$ cat src/rtl/stream_select_mux.sv
// stream_select_mux: registered N-channel valid/ready stream selector (explicit select or round-robin); STREAM_MUX_STATS_EN adds xfer_count
module stream_select_mux #(
    parameter int WIDTH    = 32,
    parameter int CHANNELS = 3,
    parameter int SELW     = 2,
    parameter int MODE     = 0
) (
    input  logic                      clk,
    input  logic                      rst,
    input  logic [SELW-1:0]           sel,
    input  logic [CHANNELS*WIDTH-1:0] in_data,
    input  logic [CHANNELS-1:0]       in_valid,
    output logic [CHANNELS-1:0]       in_ready,
    output logic [WIDTH-1:0]          out_data,
    output logic [SELW-1:0]           out_chan,
    output logic                      out_valid,
    input  logic                      out_ready
`ifdef STREAM_MUX_STATS_EN
    ,
    output logic [15:0]               xfer_count
`endif
);

    localparam logic [SELW-1:0] LAST = SELW'(CHANNELS - 1);

    logic [SELW-1:0]  last_grant;
    logic [SELW-1:0]  grant;
    logic [SELW-1:0]  cand;
    logic             grant_ok;
    logic             can_load;
    logic             in_fire;
    logic             out_fire;
    logic [WIDTH-1:0] words [CHANNELS];

    genvar i;
    for (i = 0; i < CHANNELS; i++) begin : g_words
        assign words[i] = in_data[i*WIDTH +: WIDTH];
    end

    // Grant: clamped select code, or the nearest valid channel after last_grant (reverse scan so the nearest wins)
    always_comb begin
        grant    = LAST;
        grant_ok = 1'b0;
        cand     = '0;
        if (MODE == 0) begin
            grant    = (32'(sel) < CHANNELS) ? sel : LAST;
            grant_ok = 1'b1;
        end else begin
            for (int k = CHANNELS; k >= 1; k--) begin
                cand = SELW'((int'(last_grant) + k) % CHANNELS);
                if (in_valid[cand]) begin
                    grant    = cand;
                    grant_ok = 1'b1;
                end
            end
        end
    end

    assign can_load = !out_valid || out_ready;
    assign in_fire  = !rst && grant_ok && can_load && in_valid[grant];
    assign out_fire = out_valid && out_ready;
    assign in_ready = (!rst && grant_ok && can_load) ? (CHANNELS'(1) << grant) : '0;

    // One-entry output register: load on input handshake, drain on output handshake
    always_ff @(posedge clk) begin
        if (rst) begin
            out_valid  <= 1'b0;
            out_data   <= '0;
            out_chan   <= '0;
            last_grant <= LAST;
        end else if (in_fire) begin
            out_valid  <= 1'b1;
            out_data   <= words[grant];
            out_chan   <= grant;
            last_grant <= grant;
        end else if (out_fire) begin
            out_valid  <= 1'b0;
        end
    end

`ifdef STREAM_MUX_STATS_EN
    // Saturating count of output handshakes
    always_ff @(posedge clk) begin
        if (rst)
            xfer_count <= '0;
        else if (out_fire && xfer_count != 16'hFFFF)
            xfer_count <= xfer_count + 16'd1;
    end
`endif

endmodule

$ cat config.mk
export PLATFORM = sky130hd
export DESIGN_NAME = stream_select_mux
export DESIGN_NICKNAME = d
export VERILOG_FILES = /design/src/rtl/stream_select_mux.sv
export SDC_FILE = /design/constraint.sdc
export NUM_CORES = 1
export LEC_CHECK = 0
export ABC_AREA = 1
export CAP_MARGIN = 20
export CELL_PAD_IN_SITES_DETAIL_PLACEMENT = 2
export CELL_PAD_IN_SITES_GLOBAL_PLACEMENT = 2
export CORE_MARGIN = 3
export CORE_UTILIZATION = 17
export CTS_BUF_LIST = sky130_fd_sc_hd__clkbuf_4
export CTS_CLUSTER_DIAMETER = 80
export DETAILED_ROUTE_END_ITERATION = 10
export PLACE_DENSITY_LB_ADDON = 0.1
export REMOVE_ABC_BUFFERS = 1
export SETUP_SLACK_MARGIN = 0.3
export SKIP_LAST_GASP = 1
export SYNTH_ARGS = -nofsm -noshare
export SYNTH_HDL_FRONTEND = slang
export SYNTH_SLANG_ARGS = --single-unit
export TNS_END_PERCENT = 30
$ cat constraint.sdc
create_clock -name clk -period 2.2 [get_ports clk]
set_input_delay 0.44 -clock clk [delete_from_list [all_inputs] [get_ports clk]]
set_output_delay 0.44 -clock clk [all_outputs]
set_load 0.01 [all_outputs]
==> results of run 1 <==
==> sequential cells by signal, summed over array words and instances, names as in the netlist <==
signal	count
out_chan	2
out_data	32
out_valid	1
==> cell families (layout without fill, tap and decap cells) <==
family,count (synthesis),after routing,share of synthesized area (%)
AO/OA/AOI/OAI,4,4,1.14
buffers and inverters,56,199,11.9
flip-flops,35,35,33.7
AND/OR/NAND/NOR,273,273,53.2
==> where the power goes <==
part / total, W / internal, W / leakage [nW] / switching, W
combinational: 0.000620 / 0.000352 / 1.45 / 0.000269
clock: 0.000374 / 0.000131 / 0.0307 / 0.000243
sequential: 0.000712 / 0.000686 / 0.288 / 0.0000263
==> per-layer routing <==
| layer | part of all wire [%] | wire (um) | track usage, % |
|---|---|---|---|
| met1 | 40 | 3630 | 14.1 |
| met2 | 51 | 4590 | 24.8 |
| met3 | 7.5 | 673 | 4.09 |
| met4 | 1.1 | 102 | 3.67 |
| met5 | 0 | 0 | 0 |
==> worst min path at each step <==
stage	slack [ps]	from	depth (start not counted)	end
2_1_floorplan	510	rst	1	out_valid$_SDFFE_PP0P_
3_3_place_gp	470	out_chan[1]$_SDFFE_PP0P_	2	out_chan[1]$_SDFFE_PP0P_
3_5_place_dp	490	out_chan[1]$_SDFFE_PP0P_	2	out_chan[1]$_SDFFE_PP0P_
4_1_cts	520	out_chan[1]$_SDFFE_PP0P_	2	out_chan[1]$_SDFFE_PP0P_
5_1_grt	440	rst	3	out_valid$_SDFFE_PP0P_
6_report	440	rst	3	out_valid$_SDFFE_PP0P_
==> per-stage QoR <==
stage / std cells / area (um2) / TNS, ps / hold slack, ps / utilization (%)
CTS: 654 / 3750 / 0 / 520 / 32.1
global route: 654 / 3750 / 0 / 437 / 32.2
detailed placement: 646 / 3690 / -2750 / 487 / 31.7
finish: 654 / 3750 / 0 / 444 / 32.2
global placement: 646 / 3690 / -900 / 468 / 31.7
floorplan: 349 / 1970 / 0 / 512 / -
==> repair_timing <==
action                                  CTS  global route
gates resized for setup                  13             8
endpoints found under the setup margin    5            14
endpoints found under the hold margin     0             0
pin swaps                                 0             2
==> area by class of cell <==
type	count	area, um2
fillers	1437	7910
repair buffers	154	1540
multi-input cells	277	1140
flip-flops and latches	35	701
well taps	143	179
inverters	37	141
clock buffers	6	45.0
clock inverters	2	7.51
==> cells in the final DEF, fill, tap and decap left out, drive strengths merged <==
cell type and count:
a21oi 4, nor2 70, dlymetal6s2s 2, clkinv 3, nand3 36, clkdlybuf4s50 135
inv 36, nor3 1, dlygate4sd2 1, dfxtp 35, nand2 166, buf 16
clkbuf 6
==> metrics, run 1 <==
outcome=finished, final reports clean; cell taking the most area after synthesis=dfxtp_1; transition time of the tightest slew-check pin=381 ps; most instantiated library cell after synthesis=nand2_1; R2R Setup Slk=940 ps; WP depth=1; wire per inst=13.8 um; critical path endpoint category=primary output; critical-path maximum fanout=3; die area=13600 um2; Final WS setup=428 ps; synthesized area=2080 um2; initial antenna violation count=0; FMAX=564 MHz; Initial Utilization=17.8%; Post-Syn Area per Cell=5.65 um2; crit-path cells=clkdlybuf4s50_1; ys flop type=dfxtp_1; Via density=4.19; CTS root buf=clkbuf_4; kind of critical path=reg -> out; maxcap violations=0; Bufs on Longest Clock Path=2; Slew headroom=74.6%; max-slew violations=0; clk slew on worst S/H paths=110 ps; layout cells sized above 1=6.46%; Setup crit start kind=flip-flop; Routed Antenna Nets=0; Total GRT Usage=13.1%; worst skew pair latency=360 ps; Die H=117 um; power per standard cell area=455 nW/um2; DR vias=2740; Net count, final=614; sequential area share after synthesis=33.7%; CTS tree=yes; critical path data required time=1760 ps; grt total ovfl=0; post-layout power=0.00171 W; final wirelength=8990 um; drt pass-1 iters=2; pre-CTS setup slack=-177 ps; I/O pin count=142; hold crit path type=in -> reg; largest net degree at the start of global routing=35; Worst Clk Skew=6.43 ps; vias in the first global route=2880; Critical path destination=out_valid; DRC=0; Worst EP arrival=1330 ps; DR iter-0 viols=67; Post-synth EDFFs=0; Synth warnings=0; unrepaired setup endpoints after global routing=false; most instantiated cells after synthesis=nand2_1, nor2_1, dfxtp_1; TritonCTS Buffers=5; CP startpoint=out_valid$_SDFFE_PP0P_; #FFs+latches synth=35; Rows=39; Reg-to-Reg Start=out_valid$_SDFFE_PP0P_; final setup vio count=0; H-tree levels=2; dominant cells by area after synthesis=dfxtp_1, nand2_1, nor2_1; post-synthesis cell count=368; Layout area overhead=80.5%; crit share post-route=80.6%; cells on worst reg2reg path=7; worst path bufs/invs=1; share of the synthesized area in the top cell type=33.7%; antenna diode count=0; fraction of registers with async set/reset=0%; HPWL Detailed=6960 um; # hold bufs at CTS=0; CP max-delay cell=clkdlybuf4s50_1; final hold vios=0; Port Buffers=141; worst reg2reg endpoint=out_data[6]$_SDFFE_PP0P_; core area=11700 um2; minimum clock period=1770 ps; Top delay family on crit path=buffers and inverters; postcts setup bufs=0; gp weighted congestion=0.662; Die X=117 um; post-synth cell types=19; Max VDD drop=0.152 mV; Pleak=1.77 nW; first-pass GRT wire length=13900 um; CP peak stage delay=570 ps; CTS sink count=35
Power figures use the tool's default switching activity.
==> run 2: changes to the inputs <==
CORE_UTILIZATION = 15   (was 17)
clock period = 1.6 ns   (was 2.2 ns; I/O delays follow)
==> run 2 against run 1 <==
Net effect:
- die area increased by 13%
- register-to-register slack got worse by 550 ps
- critical endpoint is now in_ready[1]
- count of clock-buffer cells in the layout decreased by 1
- setup slack got worse by 340 ps
==> metrics, run 2 (synthesized netlist as in run 1, its figures left out) <==
drt pass-1 iters=4 (+2); Worst Clk Skew=11.3 ps (+4.86 ps); Die H=124 um (+6.1%); die area=15300 um2 (+13%); maxcap violations=0 (unchanged); Pleak=1.90 nW (+7.5%); Max VDD drop=0.209 mV (+37%); Total GRT Usage=12.6% (-0.59 points); crit-path cells=clkdlybuf4s50_1 -> nand2_1 -> nor2_1 -> buf_2; cell count after placement=687 (+6.3%); most common cell after layout, fill and taps aside=nand2_1; critical-path maximum fanout=3 (unchanged); core area=13400 um2 (+15%); Setup crit start kind=primary input; postcts setup bufs=0 (unchanged); cells on worst reg2reg path=6 (-1); vias in the first global route=2942 (+2.2%); Layout area overhead=82.1%; first-pass GRT wire length=14800 um (+6.1%); wire per inst=13.7 um (about the same); outcome=finished, final reports clean; I/O pin count=142 (unchanged); FMAX=661 MHz; largest net degree at the start of global routing=27 (-23%); met2 usage=22.9% (-1.8 points); Hold Path Origin=out_ready; max-slew violations=0 (unchanged); power per standard cell area=612 nW/um2 (+35%); CP max-delay cell=clkdlybuf4s50_1; worst skew pair latency=380 ps (+20 ps); unrepaired setup endpoints after global routing=true; grt total ovfl=0 (unchanged); CTS sink count=35 (unchanged); met1 Usage GRT=13.9% (-0.17 points); CTS root buf=clkbuf_4; commonest cells after routing, fill and taps aside=nand2_1, clkdlybuf4s50_1, nor2_1; DRC=0 (unchanged); final wirelength=9550 um (+6.2%); max reg flops=32 (unchanged); CP peak stage delay=530 ps (-40 ps); # hold bufs at CTS=0 (unchanged); Rows=42 (+7.7%); final hold vios=0 (unchanged); Hold EP=out_valid$_SDFFE_PP0P_; initial antenna violation count=1 (+1); most flop-heavy register=out_data; met3 usage=3.81% (-0.28 points); critical path endpoint category=primary output; final setup vio count=0 (unchanged); DR vias=2780 (+1.5%); pre-CTS setup slack=-526 ps (-350 ps); DR iter-0 viols=55 (-18%); H-tree levels=2 (unchanged); crit share post-route=94.6%; Post-Route Utilization=28.2% (-3.9 points); layout cells sized above 1=14.1% (+7.6 points); transition time of the tightest slew-check pin=296 ps (-84.9 ps); critical path data required time=1280 ps (-480 ps); hold crit path type=in -> reg; Bufs on Longest Clock Path=2 (unchanged); Port Buffers=141 (unchanged); final cell count without fillers=695 (+6.3%); Initial Utilization=15.5% (-2.3 points); HPWL Detailed=7580 um (+8.9%); Worst EP arrival=1190 ps (-140 ps); Die X=124 um (+6.1%); minimum clock period=1510 ps; largest registers=out_data (32), out_chan (2), out_valid (1); Slew headroom=80.2% (+5.7 points); clk slew on worst S/H paths=110 ps (about the same); R2R Setup Slk=390 ps (-550 ps); Final WS setup=86.1 ps (-342 ps); TritonCTS Buffers=5 (unchanged); gp weighted congestion=0.672 (+1.5%); Routed Antenna Nets=0 (unchanged); Min-Delay Path Depth=4 (+1); Via density=4.00 (-4.5%); CTS tree=yes; Reg-to-Reg Start=out_valid$_SDFFE_PP0P_; worst reg2reg endpoint=out_data[29]$_SDFFE_PP0P_; Net count, final=622 (+1.3%); kind of critical path=in -> out; gr busiest metal=met2
## run 2: cell types whose count changed in the layout (fill, tap and decap cells not counted), moves of 2 or more
cell             before  now
buf_2                 3   19
clkdlybuf4s50_1     135  100
dlymetal6s2s_1        2    0
buf_12                3    5
buf_4                10   16
dfxtp_1              35   20
dfxtp_2               0   15
dlygate4sd2_1         1   21
## run 2: how the worst max path moves through the flow
stage / from / end / cells past startpoint / slack, ps
2_1_floorplan: sel[1] / out_data[0]$_SDFFE_PP0P_ / 6 / 60
3_3_place_gp: out_ready / in_ready[0] / 6 / -450
3_5_place_dp: out_ready / in_ready[0] / 6 / -530
4_1_cts: out_valid$_SDFFE_PP0P_ / in_ready[1] / 4 / 20
5_1_grt: out_valid$_SDFFE_PP0P_ / in_ready[1] / 4 / -10
6_report: sel[0] / in_ready[1] / 4 / 90
## run 2: what timing repair did
action | 4_1_cts | 5_1_grt
setup endpoints to repair | 66 | 55
cloned | 0 | 0
hold endpoints to repair | 0 | 0
pin swaps | 2 | 1
resized for setup | 117 | 1
## run 2: stage by stage
stage / hold WS (ps) / total power, W / instance area, um2 / setup TNS [ps]
2_1_floorplan: 392 / 0.00131 / 1970 / 0
3_3_place_gp: 478 / 0.00188 / 3820 / -4910
3_5_place_dp: 477 / 0.00191 / 3820 / -6540
4_1_cts: 381 / 0.00241 / 3780 / 0
5_1_grt: 407 / 0.00253 / 3780 / -12.1
6_report: 423 / 0.00232 / 3780 / 0
## run 2: where the power goes
part	switching [W]	leakage [nW]	internal [W]
logic	0.000381	1.58	0.000450
clock network	0.000348	0.0285	0.000156
registers	0.0000343	0.294	0.000949
total	0.000763	1.90	0.00155
## run 2: critical path: cells and delay by family
family | cells | cell delay, ps
buffers and inverters | 2 | 680
AND/OR/NAND/NOR | 2 | 200
## run 2: metal layers
layer | up-vias | share of wire [%]
li1 | 1392 | -
met1 | 1305 | 41
met2 | 77 | 51
met3 | 6 | 6.7
met4 | 0 | 1.3
met5 | - | 0
## run 2: area by class of cell
cell class / instances / area [um2]
Multi-Input combinational cell: 277 / 1140
Clock buffer: 5 / 37.5
Fill cell: 1652 / 9620
Clock inverter: 2 / 8.76
Antenna cell: 1 / 2.50
Tap cell: 176 / 220
Timing Repair Buffer: 162 / 1510
Inverter: 37 / 141
Sequential cell: 35 / 719
